--- src/rtl/mc_pkg.sv ---
// rtl/mc_pkg.sv - shared encodings for the multicycle MIPS datapath
package mc_pkg;

    localparam logic [2:0] ALU_ADD   = 3'b000;
    localparam logic [2:0] ALU_RTYPE = 3'b010;
    localparam logic [2:0] ALU_SUB   = 3'b011;
    localparam logic [2:0] ALU_PASSB = 3'b100;

    localparam logic [1:0] SRCB_REG    = 2'b00;
    localparam logic [1:0] SRCB_FOUR   = 2'b01;
    localparam logic [1:0] SRCB_IMM    = 2'b10;
    localparam logic [1:0] SRCB_BRANCH = 2'b11;

    localparam logic [5:0] F_ADD = 6'h20;
    localparam logic [5:0] F_SUB = 6'h22;
    localparam logic [5:0] F_AND = 6'h24;
    localparam logic [5:0] F_OR  = 6'h25;
    localparam logic [5:0] F_SLT = 6'h2A;

    localparam logic [5:0] OP_RTYPE = 6'h00;
    localparam logic [5:0] OP_J     = 6'h02;
    localparam logic [5:0] OP_BEQ   = 6'h04;
    localparam logic [5:0] OP_ADDI  = 6'h08;
    localparam logic [5:0] OP_ORI   = 6'h0D;

    function automatic logic [31:0] sext16(input logic [15:0] v);
        return {{16{v[15]}}, v};
    endfunction

endpackage

--- src/rtl/mc_regfile.sv ---
// rtl/mc_regfile.sv - 2-read/1-write register file, entry 0 reads as zero
module mc_regfile
    import mc_pkg::*;
#(
    parameter int NREGS = 32
) (
    input  logic        clk,
    input  logic        rst_n,
    input  logic [4:0]  ra1,
    input  logic [4:0]  ra2,
    output logic [31:0] rd1,
    output logic [31:0] rd2,
    input  logic        we,
    input  logic [4:0]  wa,
    input  logic [31:0] wd
);

    logic [31:0] regs [NREGS];

    always_ff @(posedge clk or negedge rst_n) begin
        if (!rst_n) begin
            for (int i = 0; i < NREGS; i++) regs[i] <= '0;
        end else if (we && wa != 5'd0) begin
            regs[wa] <= wd;
        end
    end

    assign rd1 = (ra1 == 5'd0) ? 32'd0 : regs[ra1];
    assign rd2 = (ra2 == 5'd0) ? 32'd0 : regs[ra2];

endmodule

--- src/rtl/mc_datapath.sv ---
// rtl/mc_datapath.sv - multicycle MIPS datapath driven by the main control FSM
module mc_datapath
    import mc_pkg::*;
#(
    parameter logic [31:0] RESET_PC = 32'h0000_0000,
    parameter int          NREGS    = 32
) (
    input  logic        clk,
    input  logic        rst_n,
    input  logic        IorD,
    input  logic        MemWrite,
    input  logic        IRWrite,
    input  logic        PCWrite,
    input  logic        PCSrc,
    input  logic        RegWrite,
    input  logic        RegDst,
    input  logic        MemtoReg,
    input  logic        ALUSrcA,
    input  logic [1:0]  ALUSrcB,
    input  logic [2:0]  ALUOp,
    input  logic        Ori,
    input  logic [31:0] mem_rdata,
    output logic [31:0] mem_addr,
    output logic [31:0] mem_wdata,
    output logic        mem_we,
    output logic [5:0]  Opcode,
    output logic [5:0]  Funct,
    output logic        Zero,
    output logic [31:0] pc_q
);

    logic [31:0] pc, ir, mdr, a, b, alu_out;
    logic [31:0] rd1, rd2, imm_ext, srca, srcb, alu_result, pc_next;
    logic        pc_en;

    mc_regfile #(.NREGS(NREGS)) u_rf (
        .clk   (clk),
        .rst_n (rst_n),
        .ra1   (ir[25:21]),
        .ra2   (ir[20:16]),
        .rd1   (rd1),
        .rd2   (rd2),
        .we    (RegWrite),
        .wa    (RegDst ? ir[15:11] : ir[20:16]),
        .wd    (MemtoReg ? mdr : alu_out)
    );

    assign imm_ext = Ori ? {16'b0, ir[15:0]} : sext16(ir[15:0]);
    assign srca    = ALUSrcA ? a : pc;

    always_comb begin
        srcb = b;
        case (ALUSrcB)
            SRCB_REG:    srcb = b;
            SRCB_FOUR:   srcb = 32'd4;
            SRCB_IMM:    srcb = imm_ext;
            SRCB_BRANCH: srcb = sext16(ir[15:0]) << 2;
            default:     srcb = b;
        endcase
    end

    // Ori overrides the Funct decode so the ori immediate shares the R-type class
    always_comb begin
        alu_result = srca + srcb;
        case (ALUOp)
            ALU_SUB:   alu_result = srca - srcb;
            ALU_PASSB: alu_result = srcb;
            ALU_RTYPE: begin
                if (Ori) begin
                    alu_result = srca | srcb;
                end else begin
                    case (ir[5:0])
                        F_SUB:   alu_result = srca - srcb;
                        F_AND:   alu_result = srca & srcb;
                        F_OR:    alu_result = srca | srcb;
                        F_SLT:   alu_result = ($signed(srca) < $signed(srcb)) ? 32'd1 : 32'd0;
                        default: alu_result = srca + srcb;
                    endcase
                end
            end
            default:   alu_result = srca + srcb;
        endcase
    end

    assign Zero  = (alu_result == 32'd0);
    assign pc_en = PCWrite | (PCSrc & (((ALUOp == ALU_SUB) & Zero) | (ALUOp == ALU_PASSB)));

    // PC has already been incremented by fetch when branch/jump targets are formed
    always_comb begin
        pc_next = alu_result;
        if (PCSrc && ALUOp == ALU_SUB)
            pc_next = pc + (sext16(ir[15:0]) << 2);
        else if (PCSrc && ALUOp == ALU_PASSB)
            pc_next = {pc[31:28], ir[25:0], 2'b00};
    end

    always_ff @(posedge clk or negedge rst_n) begin
        if (!rst_n) begin
            pc      <= RESET_PC;
            ir      <= '0;
            mdr     <= '0;
            a       <= '0;
            b       <= '0;
            alu_out <= '0;
        end else begin
            mdr     <= mem_rdata;
            a       <= rd1;
            b       <= rd2;
            alu_out <= alu_result;
            if (pc_en)   pc <= pc_next;
            if (IRWrite) ir <= mem_rdata;
        end
    end

    assign mem_addr  = IorD ? alu_out : pc;
    assign mem_wdata = b;
    assign mem_we    = MemWrite;
    assign Opcode    = ir[31:26];
    assign Funct     = ir[5:0];
    assign pc_q      = pc;

endmodule

--- config.mk ---
export PLATFORM = sky130hd
export DESIGN_NAME = mc_datapath
export DESIGN_NICKNAME = d
export VERILOG_FILES = /design/src/rtl/mc_pkg.sv /design/src/rtl/mc_regfile.sv /design/src/rtl/mc_datapath.sv
export SDC_FILE = /design/constraint.sdc
export NUM_CORES = 2
export LEC_CHECK = 0
export CORE_MARGIN = 10
export CORE_UTILIZATION = 40
export DETAILED_ROUTE_END_ITERATION = 12
export PLACE_DENSITY = 0.55
export REMOVE_ABC_BUFFERS = 1
export SYNTH_ARGS = -nofsm -noshare
export SYNTH_HDL_FRONTEND = slang
export SYNTH_HIERARCHICAL = 1
export SYNTH_SLANG_ARGS = --single-unit
--- constraint.sdc ---
create_clock -name clk -period 22.6 [get_ports clk]
set_input_delay 4.52 -clock clk [delete_from_list [all_inputs] [get_ports clk]]
set_output_delay 4.52 -clock clk [all_outputs]
set_load 0.02 [all_outputs]
==> flow_metrics.env <==
export IMPL_total_power_mw=10.56
export IMPL_drv_slew=0
export IMPL_hold_path_class="reg2reg"
export IMPL_grt_pass1_vias=52180
export IMPL_dieArea_um2=196900
export IMPL_finalCriticalPeriod_ns=17.01
export IMPL_cp_start_kind="input port"
export IMPL_clkTransAtPathRegs_ns=0.06
export IMPL_layout_common_cells="1206 x dfrtp_1, 1131 x mux2_2, 448 x mux4_2"
export IMPL_synth_edf_count=0
export IMPL_syn_inst=5672
export IMPL_post_cts_buffers=0
export IMPL_clock_sinks=1216
export IMPL_synth_largest_area_cell="dfrtp_1"
export IMPL_grt_pass1_wl_um=400900
export IMPL_synth_cell_type_count=106
export IMPL_cts_max_path_buffers=3
export IMPL_synth_top_family_by_area="multiplexers"
export IMPL_pwr_share_seq_pct=38.0
export IMPL_rsz0062_at_grt="no"
export IMPL_drc_errors=0
export IMPL_die_h_um=443.7
export IMPL_dp_cells=7750
export IMPL_grt_usage_pct=27.90
export IMPL_synthAdderAreaFrac_pct=2.261
export IMPL_yosys_top_cells_area="dfrtp_1 42%, mux2_2 18%, mux4_2 14%"
export IMPL_status="finished, final reports clean"
export IMPL_tns_ns=0
export IMPL_holdWs_ns=0.3936
export IMPL_vdd_drop_max_mv=0.08694
export IMPL_vias_per_cell=6.574
export IMPL_ctsRootBufferMaster="clkbuf_16"
export IMPL_muxShareOfSynthArea_pct=35.01
export IMPL_final_common_cell="dfrtp_1"
export IMPL_io_pins=159
export IMPL_syn_area_per_cell_um2=12.66
export IMPL_dp_slack_ns=5.819
export IMPL_p_leak_nw=33.64
export IMPL_setup_violations_final=0
export IMPL_hold_viol=0
export IMPL_grt_max_degree=177
export IMPL_p_sw_mw=4.035
export IMPL_max_stage_delay_ns=0.89
export IMPL_crit_path_end_kind="primary output"
export IMPL_netlist_area_leader_share_pct=42.37
export IMPL_overflow=0
export IMPL_drtIter0Drc=5701
export IMPL_cts_buffers=141
export IMPL_cts_resized=0
export IMPL_required_ns=18.08
export IMPL_hpwl_um=180000
export IMPL_multi_input_comb_area_um2=38500
export IMPL_htreeDepth=4
export IMPL_netlist_area_um2=71820
export IMPL_synthSimpleGateAreaFrac_pct=5.180
export IMPL_max_freq_ghz=0.05877
export IMPL_critPathArrivalTime_ns=12.49
export IMPL_combPwrFrac_pct=40.3
export IMPL_rows=155
export IMPL_wl_per_cell_um=35.39
export IMPL_start_util_pct=40.25
export IMPL_crit_chain="clkdlybuf4s50_1 -> buf_4 -> nor2_4 -> a22oi_1 -> inv_1 -> ha_1 -> or3_1 -> nor3_2 -> a21boi_2 -> o21ai_1 -> a21oi_1 -> nor4_1 -> a311o_1 -> o31ai_1 -> inv_1 -> nor3_1 -> or4b_2 -> nor4_2 -> clkdlybuf4s50_1"
export IMPL_core_area_um2=178400
export IMPL_synth_seq_area_share_pct=42.37
export IMPL_synth_compound_area_share_pct=10.12
export IMPL_insertion_delay_ns=0.82
export IMPL_cap_viol_max_count=0
export IMPL_areaGrowthSynthToFinish_pct=10.94
export IMPL_routed_wl_um=283300
export IMPL_cp_max_fo=29
export IMPL_gp_congestion=0.9448
export IMPL_crit_type="in2out"
export IMPL_fillers=16310
export IMPL_ys_seq_elements=1216
export IMPL_slowest_stage="nor4_2"
export IMPL_hold_buffers=0
export IMPL_ant_nets=0
export IMPL_cts_tree="built"
export IMPL_fin_crit_sh_pct=75.29
export IMPL_register_area_um2=30460
export IMPL_fin_cells=8004
export IMPL_synthArstFlopShare_pct=100.0
export IMPL_tightest_slew_ns=1.282
export IMPL_yosysWarnings=6
export IMPL_power_density_nw_per_um2=132.5
export IMPL_fin_ws_ns=5.586
export IMPL_synth_xor_area_share_pct=0.6708
export IMPL_drive_gt1_share_pct=36.46
export IMPL_skew_ns=0.03519
export IMPL_internal_power_mw=6.523
export IMPL_io_buffers=156
export IMPL_power_share_clock_pct=21.8
export IMPL_vias=52620
export IMPL_slew_headroom_pct=14.11
export IMPL_dr_pass1_iters=6
export IMPL_final_nets=5715
export IMPL_die_w_um=443.7
export IMPL_synth_main_ff_cell="dfrtp_1"
export IMPL_swShare_pct=38.22
export IMPL_grt_antenna_before_repair=19
==> power by group through the flow <==
stage               Combinational [mW]  Clock, mW  Sequential, mW
floorplan                         2.99          0            3.70
global placement                  4.14          0            3.96
detailed placement                4.18          0            4.01
CTS                               4.20       2.33            3.98
global route                      4.53       2.42            4.10
finish                            4.25       2.30            4.01
==> synthesized netlist by cell type, drive strengths merged (22+ instances only) <==
cell,count
a311oi,70
clkbuf,307
nand2,179
nand4,22
mux2i,154
a211oi,90
o22ai,29
a31oi,28
o211ai,25
buf,268
nor2,178
a221oi,56
a22oi,83
xnor2,46
a21o,39
nand3,46
nor3,58
dfrtp,1216
mux4,448
o31ai,32
mux2,1200
ha,125
a21oi,180
nor2b,86
nor4,27
o21ai,221
inv,121
==> logic make-up (layout without fill, tap and decap cells) <==
family	Yosys count	count (layout)
AO/OA/AOI/OAI	1042	1042
XOR/XNOR	55	55
adder cells (fa/ha/maj)	128	128
buffers and inverters	699	672
flip-flops	1216	1216
multiplexers	1802	1802
other	0	4
AND/OR/NAND/NOR	730	730
==> path summary, 6_finish.rpt <==
path                                  from              end  slack (ns)  depth (start not counted)
hold / removal             u_rf/regs[1022]  u_rf/regs[1022]        0.39                          0
hold reg to reg            u_rf/regs[1022]  u_rf/regs[1022]        0.39                          0
setup reg to reg                     ir[7]         pc_q[22]       15.47                         17
setup / recovery                ALUSrcB[1]             Zero        5.59                         19
min in group asynchronous            rst_n            ir[0]        3.64                          1
max in group asynchronous            rst_n   u_rf/regs[764]       14.57                          5
==> metal layers <==
metal / GRT usage [%] / up-vias / wire length [um] / part of all wire [%]
met3: 5.195 / 658 / 20380 / 7.2
met4: 14.70 / 14 / 17180 / 6.1
met1: 36.21 / 28000 / 114100 / 40
met2: 44.34 / 2515 / 131500 / 46
met5: 0 / - / 89 / 0.031
li1: - / 21430 / - / -
==> registers in the layout, indices dropped and copies added, names as in the netlist <==
signal     cells
a             32
alu_out       32
ir            32
mdr           32
mem_wdata     32
pc_q          32
u_rf/regs   1024
==> per-stage QoR <==
stage / cell area [um2] / util [%]
floorplan: 69140 / -
global placement: 75050 / 42.06
detailed placement: 75050 / 42.06
CTS: 79660 / 44.65
global route: 79670 / 44.65
finish: 79670 / 44.65
==> worst max-delay path, delay by kind of cell <==
family | cells | cell delay, ns
AND/OR/NAND/NOR | 7 | 3.26
adder cells (fa/ha/maj) | 1 | 0.47
AO/OA/AOI/OAI | 6 | 2.45
buffers and inverters | 5 | 1.71
==> area by class of cell <==
| class | count | area share (%) |
|---|---|---|
| diodes | 4 | 0.01256 |
| well taps | 2355 | 3.698 |
| clock inverters | 37 | 0.5983 |
| multi-input cells | 3757 | 48.32 |
| inverters | 124 | 0.5968 |
| repair buffers | 298 | 3.348 |
| clock buffers | 213 | 5.197 |
| flip-flops and latches | 1216 | 38.23 |
Note: power is estimated with default switching activity, not from simulation.
